===== src/rtl/alu_stream_engine.sv =====
// ---------------------------------------------------------------------------
// alu_stream_engine
//   Pulls a 3-beat command packet (operand A, operand B, opcode) from a
//   valid/ready input stream and executes one ALU operation on it. The
//   registered result and its flags go out on a valid/ready output stream.
//   Only one packet is in flight at a time. The engine does not accept input
//   while it is presenting a result.
//
// Parameters
//   DATA_WIDTH   width of beats, operands and result (power of 2, >= 4)
//   COUNT_WIDTH  width of the delivered-result counter
//
// Ports
//   clk_i           rising-edge clock
//   arst_n          asynchronous active-low reset
//   data_in         input beat: A, then B, then opcode (bits [2:0])
//   data_in_valid   input beat valid
//   data_in_ready   engine can take a beat (decoded from state)
//   data_out        registered ALU result
//   carry_out       carry (ADD) / borrow (SUB), else 0
//   zero_out        data_out == 0
//   data_out_valid  result valid (decoded from state)
//   data_out_ready  downstream accepts the result
//   pkt_count       number of results delivered, wraps
// ---------------------------------------------------------------------------
module alu_stream_engine #(
    parameter int DATA_WIDTH  = 8,
    parameter int COUNT_WIDTH = 8
) (
    input  logic                   clk_i,
    input  logic                   arst_n,
    input  logic [DATA_WIDTH-1:0]  data_in,
    input  logic                   data_in_valid,
    output logic                   data_in_ready,
    output logic [DATA_WIDTH-1:0]  data_out,
    output logic                   carry_out,
    output logic                   zero_out,
    output logic                   data_out_valid,
    input  logic                   data_out_ready,
    output logic [COUNT_WIDTH-1:0] pkt_count
);

    localparam int SHW = $clog2(DATA_WIDTH);

    typedef enum logic [1:0] {S_A, S_B, S_OP, S_OUT} state_t;

    typedef struct packed {
        logic [DATA_WIDTH-1:0] res;
        logic                  carry;
    } alu_rslt_t;

    state_t                state;
    logic [DATA_WIDTH-1:0] op_a;
    logic [DATA_WIDTH-1:0] op_b;
    alu_rslt_t             alu;

    logic in_hs;
    logic out_hs;

    // Both ready/valid depend on state only, so nothing from data_out_ready
    // reaches data_in_ready within a cycle.
    assign data_in_ready  = (state != S_OUT);
    assign data_out_valid = (state == S_OUT);

    assign in_hs  = data_in_valid  & data_in_ready;
    assign out_hs = data_out_valid & data_out_ready;

    // The ALU reads the opcode straight off the bus. The result is only
    // captured on the S_OP handshake, so there is no opcode register.
    always_comb begin
        alu = '0;
        unique case (data_in[2:0])
            3'd0: {alu.carry, alu.res} = {1'b0, op_a} + {1'b0, op_b};
            3'd1: begin
                alu.res   = op_a - op_b;
                alu.carry = (op_a < op_b);
            end
            3'd2: alu.res = op_a & op_b;
            3'd3: alu.res = op_a | op_b;
            3'd4: alu.res = op_a ^ op_b;
            3'd5: alu.res = op_a << op_b[SHW-1:0];
            3'd6: alu.res = op_a >> op_b[SHW-1:0];
            3'd7: alu.res = op_a;
        endcase
    end

    always_ff @(posedge clk_i or negedge arst_n) begin
        if (!arst_n) begin
            state     <= S_A;
            op_a      <= '0;
            op_b      <= '0;
            data_out  <= '0;
            carry_out <= 1'b0;
            zero_out  <= 1'b0;
            pkt_count <= '0;
        end else begin
            unique case (state)
                S_A: if (in_hs) begin
                    op_a  <= data_in;
                    state <= S_B;
                end
                S_B: if (in_hs) begin
                    op_b  <= data_in;
                    state <= S_OP;
                end
                S_OP: if (in_hs) begin
                    data_out  <= alu.res;
                    carry_out <= alu.carry;
                    zero_out  <= (alu.res == '0);
                    state     <= S_OUT;
                end
                S_OUT: if (out_hs) begin
                    pkt_count <= pkt_count + COUNT_WIDTH'(1);
                    state     <= S_A;
                end
            endcase
        end
    end

endmodule


===== config.mk =====
export PLATFORM = sky130hd
export DESIGN_NAME = alu_stream_engine
export DESIGN_NICKNAME = d
export VERILOG_FILES = /design/src/rtl/alu_stream_engine.sv
export SDC_FILE = /design/constraint.sdc
export NUM_CORES = 1
export LEC_CHECK = 0
export BUFFER_PORTS_ARGS = -buffer_cell sky130_fd_sc_hd__buf_2
export CAP_MARGIN = 10
export CORE_MARGIN = 4
export CORE_UTILIZATION = 60
export DETAILED_ROUTE_END_ITERATION = 16
export MAX_ROUTING_LAYER = met4
export PLACE_DENSITY = 0.87
export REMOVE_ABC_BUFFERS = 1
export SLEW_MARGIN = 0
export SYNTH_ARGS = -nofsm -noshare
export SYNTH_HDL_FRONTEND = slang
export SYNTH_SLANG_ARGS = --single-unit

===== constraint.sdc =====
create_clock -name clk_i -period 2.9 [get_ports clk_i]
set_input_delay 0.145 -clock clk_i [delete_from_list [all_inputs] [get_ports clk_i]]
set_output_delay 0.145 -clock clk_i [all_outputs]
set_load 0.02 [all_outputs]

; ---- After elaboration in Yosys (flattened, before gate mapping)
; Index checks and enable logic that the tools add are counted.
[totals]
ff_bits = 36
input_bits = 12
out_inout_bits = 20
ram_bits = 0
romBits = 0
latchBits = 0
memories = 0
[classes]
div_mod_pow = 0
muxes = 7
multipliers = 0
n_lt_le_gt_ge = 1
add_sub_neg = 3
shifts = 2
n_bitwise = 5
reduce_logical = 8
n_eq_ne = 15
[ops]
columns = cell, n
row1 = 8-bit one-hot mux with 8 select lines, 1
row2 = "3-bit equality test, second input constant", 4
row3 = 8-bit by 8-bit adder with 9-bit output, 1
row4 = "8-bit by 1-bit adder with 8-bit output, second input constant", 1
row5 = 8-bit bitwise AND, 1
row6 = 8-bit zero test, 1
row7 = 8-bit less-than comparator, 1
row8 = 2-bit 2-to-1 mux, 4
row9 = "2-bit != test, second input constant", 4
row10 = 8-bit OR, 1
row11 = 2-bit one-hot mux with 4 select lines, 1
row12 = 2-bit AND reduction, 4
row13 = 8-bit by 3-bit << shifter with 8-bit output, 1
row14 = 8-bit by 3-bit right shift with 8-bit output, 1
row15 = 8-bit subtractor, 1
row16 = 8-bit bitwise XOR, 1
row17 = "3-bit by 2-bit equality test with 1-bit output, second input constant", 2
row18 = "2-bit equality test, second input constant", 2
row19 = 4-bit AND reduction, 1
row20 = "3-bit by 1-bit equality test with 1-bit output, second input constant", 1
row21 = 3-bit zero test, 1
row22 = 1-bit bitwise AND, 2
row23 = "2-bit by 1-bit equality test with 1-bit output, second input constant", 1
row24 = 2-bit zero test, 1
row25 = 2 further kinds, 2

; ---- Logic depth before layout (Yosys ltp)
[logic_depth]
depth_word = 4
ltp_mapped = 12

; ---- Worst setup path before layout
; Ideal clock, no wire load.
[synth_timing]
kind = reg-to-reg
from = register op_b[1]
to = register data_out[7]
required_ps = 2775
path_stages_with_launch = 13
setup_ps = 125
path_buffers = 2
setup_slack_ps = 287
period_less_slack_ps = 2613
t_arrival_ps = 2489
cell_sequence = dfrtp_1 -> buf_6 -> buf_2 -> inv_1 -> ha_1 -> a21o_1 -> a21oi_1 -> nor2b_1 -> o21a_1 -> o41ai_1 -> xor2_1 -> a2bb2oi_1 -> mux2_2
[synth_between]
elab_chain_cells = 2
[synth_rtl]
columns = element, line_no
row1 = "start, declared", 54  ; logic [DATA_WIDTH-1:0] op_b;
row2 = "start signal, assigned", 103  ; op_b <= data_in;
row3 = "8-bit subtractor, or another cell as far along", 75  ; alu.res = op_a - op_b;
row4 = 8-bit one-hot mux with 8 select lines *, 72  ; unique case (data_in[2:0])
row5 = "end signal, assigned", 107  ; data_out <= alu.res;
row6 = "end, declared", 35  ; output logic [DATA_WIDTH-1:0] data_out,
; Mark *: on every way between the ends. The rest lies on a longest branch, timed or not.
; A chain may end at the register's enable or synchronous reset.

; ---- Worst setup path after layout
[layout_timing]
from = register state[1]
to = register zero_out
[layout_between]
elab_chain_cells = 3
[layout_rtl]
columns = element, line_no
row1 = "start, declared", 52  ; state_t state;
row2 = "start signal, assigned", 89  ; state <= S_A;
row3 = "start signal, assigned", 100  ; state <= S_B;
row4 = "start signal, assigned", 104  ; state <= S_OP;
row5 = 2-bit != test, 62  ; assign data_in_ready = (state != S_OUT);
row6 = 1-bit bitwise AND, 65  ; assign in_hs = data_in_valid & data_in_ready;
row7 = 2-bit AND reduction (no line) *, -
row8 = "end signal, assigned", 109  ; zero_out <= (alu.res == '0);
row9 = "end, declared", 37  ; output logic zero_out,
; Marks and branches as above.

==> flow_metrics.env <==
export IMPL_rrSetupSlack_ns=0.12
export IMPL_power_density_nw_per_um2=1170
export IMPL_cts_sinks=36
export IMPL_dpl_instance_area_um2=3440
export IMPL_wire_per_inst_um=18.8
export IMPL_vias=2891
export IMPL_synth_common_cells="dfrtp_1 (36), nand2_1 (33), o21ai_0 (33), ha_1 (31), inv_1 (27)"
export IMPL_yosysMostFrequentCell="dfrtp_1"
export IMPL_grtUsageTotal_pct=27.7
export IMPL_ir_drop_mv=0.616
export IMPL_tightest_slew_ns=0.826
export IMPL_clockBufferDepth=2
export IMPL_synth_yosys_seq_area_share_pct=28.0
export IMPL_synth_flop_cell="dfrtp_1"
export IMPL_synth_area_leaders="dfrtp_1 (28%), ha_1 (12%), mux4_1 (5.7%)"
export IMPL_max_stage_delay_ns=0.53
export IMPL_cp_depth=9
export IMPL_cp_buffers_inverters=0
export IMPL_power_frac_comb_pct=68.6
export IMPL_worstPathCellList="ha_1 -> nor2b_1 -> nand2_1 -> a31oi_1 -> o21ai_0 -> nor3_1 -> and4_1 -> nand4_1 -> o31ai_2"
export IMPL_die_w_um=81.3
export IMPL_synth_top_area_share_pct=28.0
export IMPL_post_route_drc_count=0
export IMPL_grt_first_pass_wirelength_mm=13.5
export IMPL_seqPwrFrac_pct=22.6
export IMPL_p_switching_mw=2.05
export IMPL_holdCritPathClass="input port to flip-flop"
export IMPL_rows=26
export IMPL_clkTransAtPathRegs_ns=0.08
export IMPL_grt_pass1_vias=2786
export IMPL_path_max_fanout=6
export IMPL_pwr_share_clk_pct=8.8
export IMPL_critPathSlowestCell="nor3_1"
export IMPL_fin_cells=457
export IMPL_drt_pass1_iter_count=5
export IMPL_core_area_um2=5170
export IMPL_maxCapViolations=0
export IMPL_antenna_left=0
export IMPL_syn_inst=355
export IMPL_critPathLaunchType="flip-flop"
export IMPL_die_area_um2=6610
export IMPL_end_kind="flip-flop"
export IMPL_fin_worst_skew_ns=0.00704
export IMPL_setup_viol=0
export IMPL_crit_start="state[1]"
export IMPL_status="complete, no violations"
export IMPL_synth_edff_count=0
export IMPL_clock_fmax_mhz=360
export IMPL_antenna_found_initial=0
export IMPL_r2r_worst_path_cells=9
export IMPL_hp_start="data_in[4]"
export IMPL_p_int_mw=2.12
export IMPL_yosysWarnings=0
export IMPL_hold_viol_final=0
export IMPL_syn_to_final_growth_pct=10.3
export IMPL_die_h_um=81.3
export IMPL_fin_util_pct=68.7
export IMPL_overflow=0
export IMPL_ys_seq_elements=36
export IMPL_crit_family="simple AND/OR/NAND/NOR gates"
export IMPL_post_route_cell_area_um2=3560
export IMPL_netlist_area_um2=3220
export IMPL_start_util_pct=62.3
export IMPL_nets=431
export IMPL_layout_drive_gt1_share_pct=19.9
export IMPL_arrival_ns=2.99
export IMPL_cts_root_buf="clkbuf_8"
export IMPL_dp_hpwl_mm=6.28
export IMPL_whs_path_depth=2
export IMPL_fin_tns_setup_ns=0
export IMPL_synth_largest_area_cell="dfrtp_1"
export IMPL_async_flop_share_pct=100
export IMPL_maxSlewViolCount=0
export IMPL_synth_cell_types=58
export IMPL_required_ns=3.11
export IMPL_placed_cells=448
export IMPL_wl_mm=8.58
export IMPL_timing_rr_start="state[1]"
export IMPL_cts_htree_levels=2
export IMPL_grt_max_degree=37
export IMPL_rsz0062_at_grt="false"
export IMPL_fin_crit_sh_pct=95.9
export IMPL_cts_tree="built"
export IMPL_power_total_mw=4.17
export IMPL_synth_area_per_cell_um2=9.08
export IMPL_clkLatencyLatePin_ns=0.30
export IMPL_crit_type="flip-flop to flip-flop"
export IMPL_portBuffers=31
export IMPL_period_needed_ns=2.78
export IMPL_drtIter0Drc=366
export IMPL_cts_buffers=5
export IMPL_switching_share_pct=49.2
export IMPL_gp_congestion=0.996
export IMPL_diodes=0
export IMPL_slew_headroom_pct=44.9
export IMPL_leakagePower_nw=1.69
export IMPL_vias_per_cell=6.33
export IMPL_io_pin_count=32
## registers in the layout, summed over array words and instances (netlist names)
name       cells
op_b           8
pkt_count      8
data_out       8
state          2
carry_out      1
zero_out       1
op_a           8
## worst paths after layout
| path | end |
|---|---|
| max in group asynchronous | op_b[7] |
| worst max-delay path | zero_out |
| worst max register to register | zero_out |
| min in group asynchronous | op_a[0] |
| worst min-delay path | op_a[4] |
| worst min register to register | data_out[1] |
## layer usage
layer,vias up,global-route usage [%],part of all wire [%]
met5,-,-,0
met4,0,11.7,3.8
met2,165,42.6,46
li1,1345,-,-
met1,1344,34.8,42
met3,37,6.87,8.6
## cells in the final DEF (no fill, tap or decap), drive strengths merged, types with 3 or more instances in the layout
cell and count:
a21o 5, a21oi 19, a221oi 3, and3 4, buf 43, clkbuf 5
clkinv 3, dfrtp 36, ha 31, inv 27, mux2 17, mux2i 5
mux4 8, nand2 33, nand2b 7, nand3 5, nor2 25, nor2b 4
nor3 9, nor4 3, o211ai 5, o21ai 33, o22ai 5, xnor2 10
xor2 5
## kinds of logic after synthesis
logic type | Yosys count | share of synthesized area [%]
xor+xnor | 15 | 4.08
simple gates | 95 | 13.7
flops | 36 | 28.0
buf+inv | 47 | 6.60
mux | 30 | 14.1
fa+ha+maj | 33 | 13.3
compound gates | 99 | 20.2
## power by group through the flow
stage          clock (mW)  sequential (mW)  combinational, mW
6_report            0.366            0.942               2.86
5_1_grt             0.388            0.980               3.12
4_1_cts             0.369            0.938               2.79
3_5_place_dp            0            0.947               2.76
3_3_place_gp            0            0.931               2.69
2_1_floorplan           0             1.11               1.83
## final cells by class
class	count	area, um2
Clock buffer	5	68.8
Clock inverter	3	18.8
Fill cell	424	1620
Inverter	27	101
Multi-Input combinational cell	272	2120
Sequential cell	36	901
Tap cell	70	87.6
Timing Repair Buffer	44	255
## metrics by stage
stage	setup WS (ns)	hold WS (ns)
floorplan	0.0770	-0.151
global placement	0.343	0.277
detailed placement	0.214	0.287
CTS	0.188	0.0941
global route	0.0294	0.0949
finish	0.120	0.0922
## what timing repair did
action | in CTS | in global routing
hold endpoints to repair | 36 | 0
setup endpoints to repair | 0 | 1
hold buffers | 1 | 0
gates resized for setup | 0 | 2
setup buffers | 0 | 0
Power figures use the tool's default switching activity.
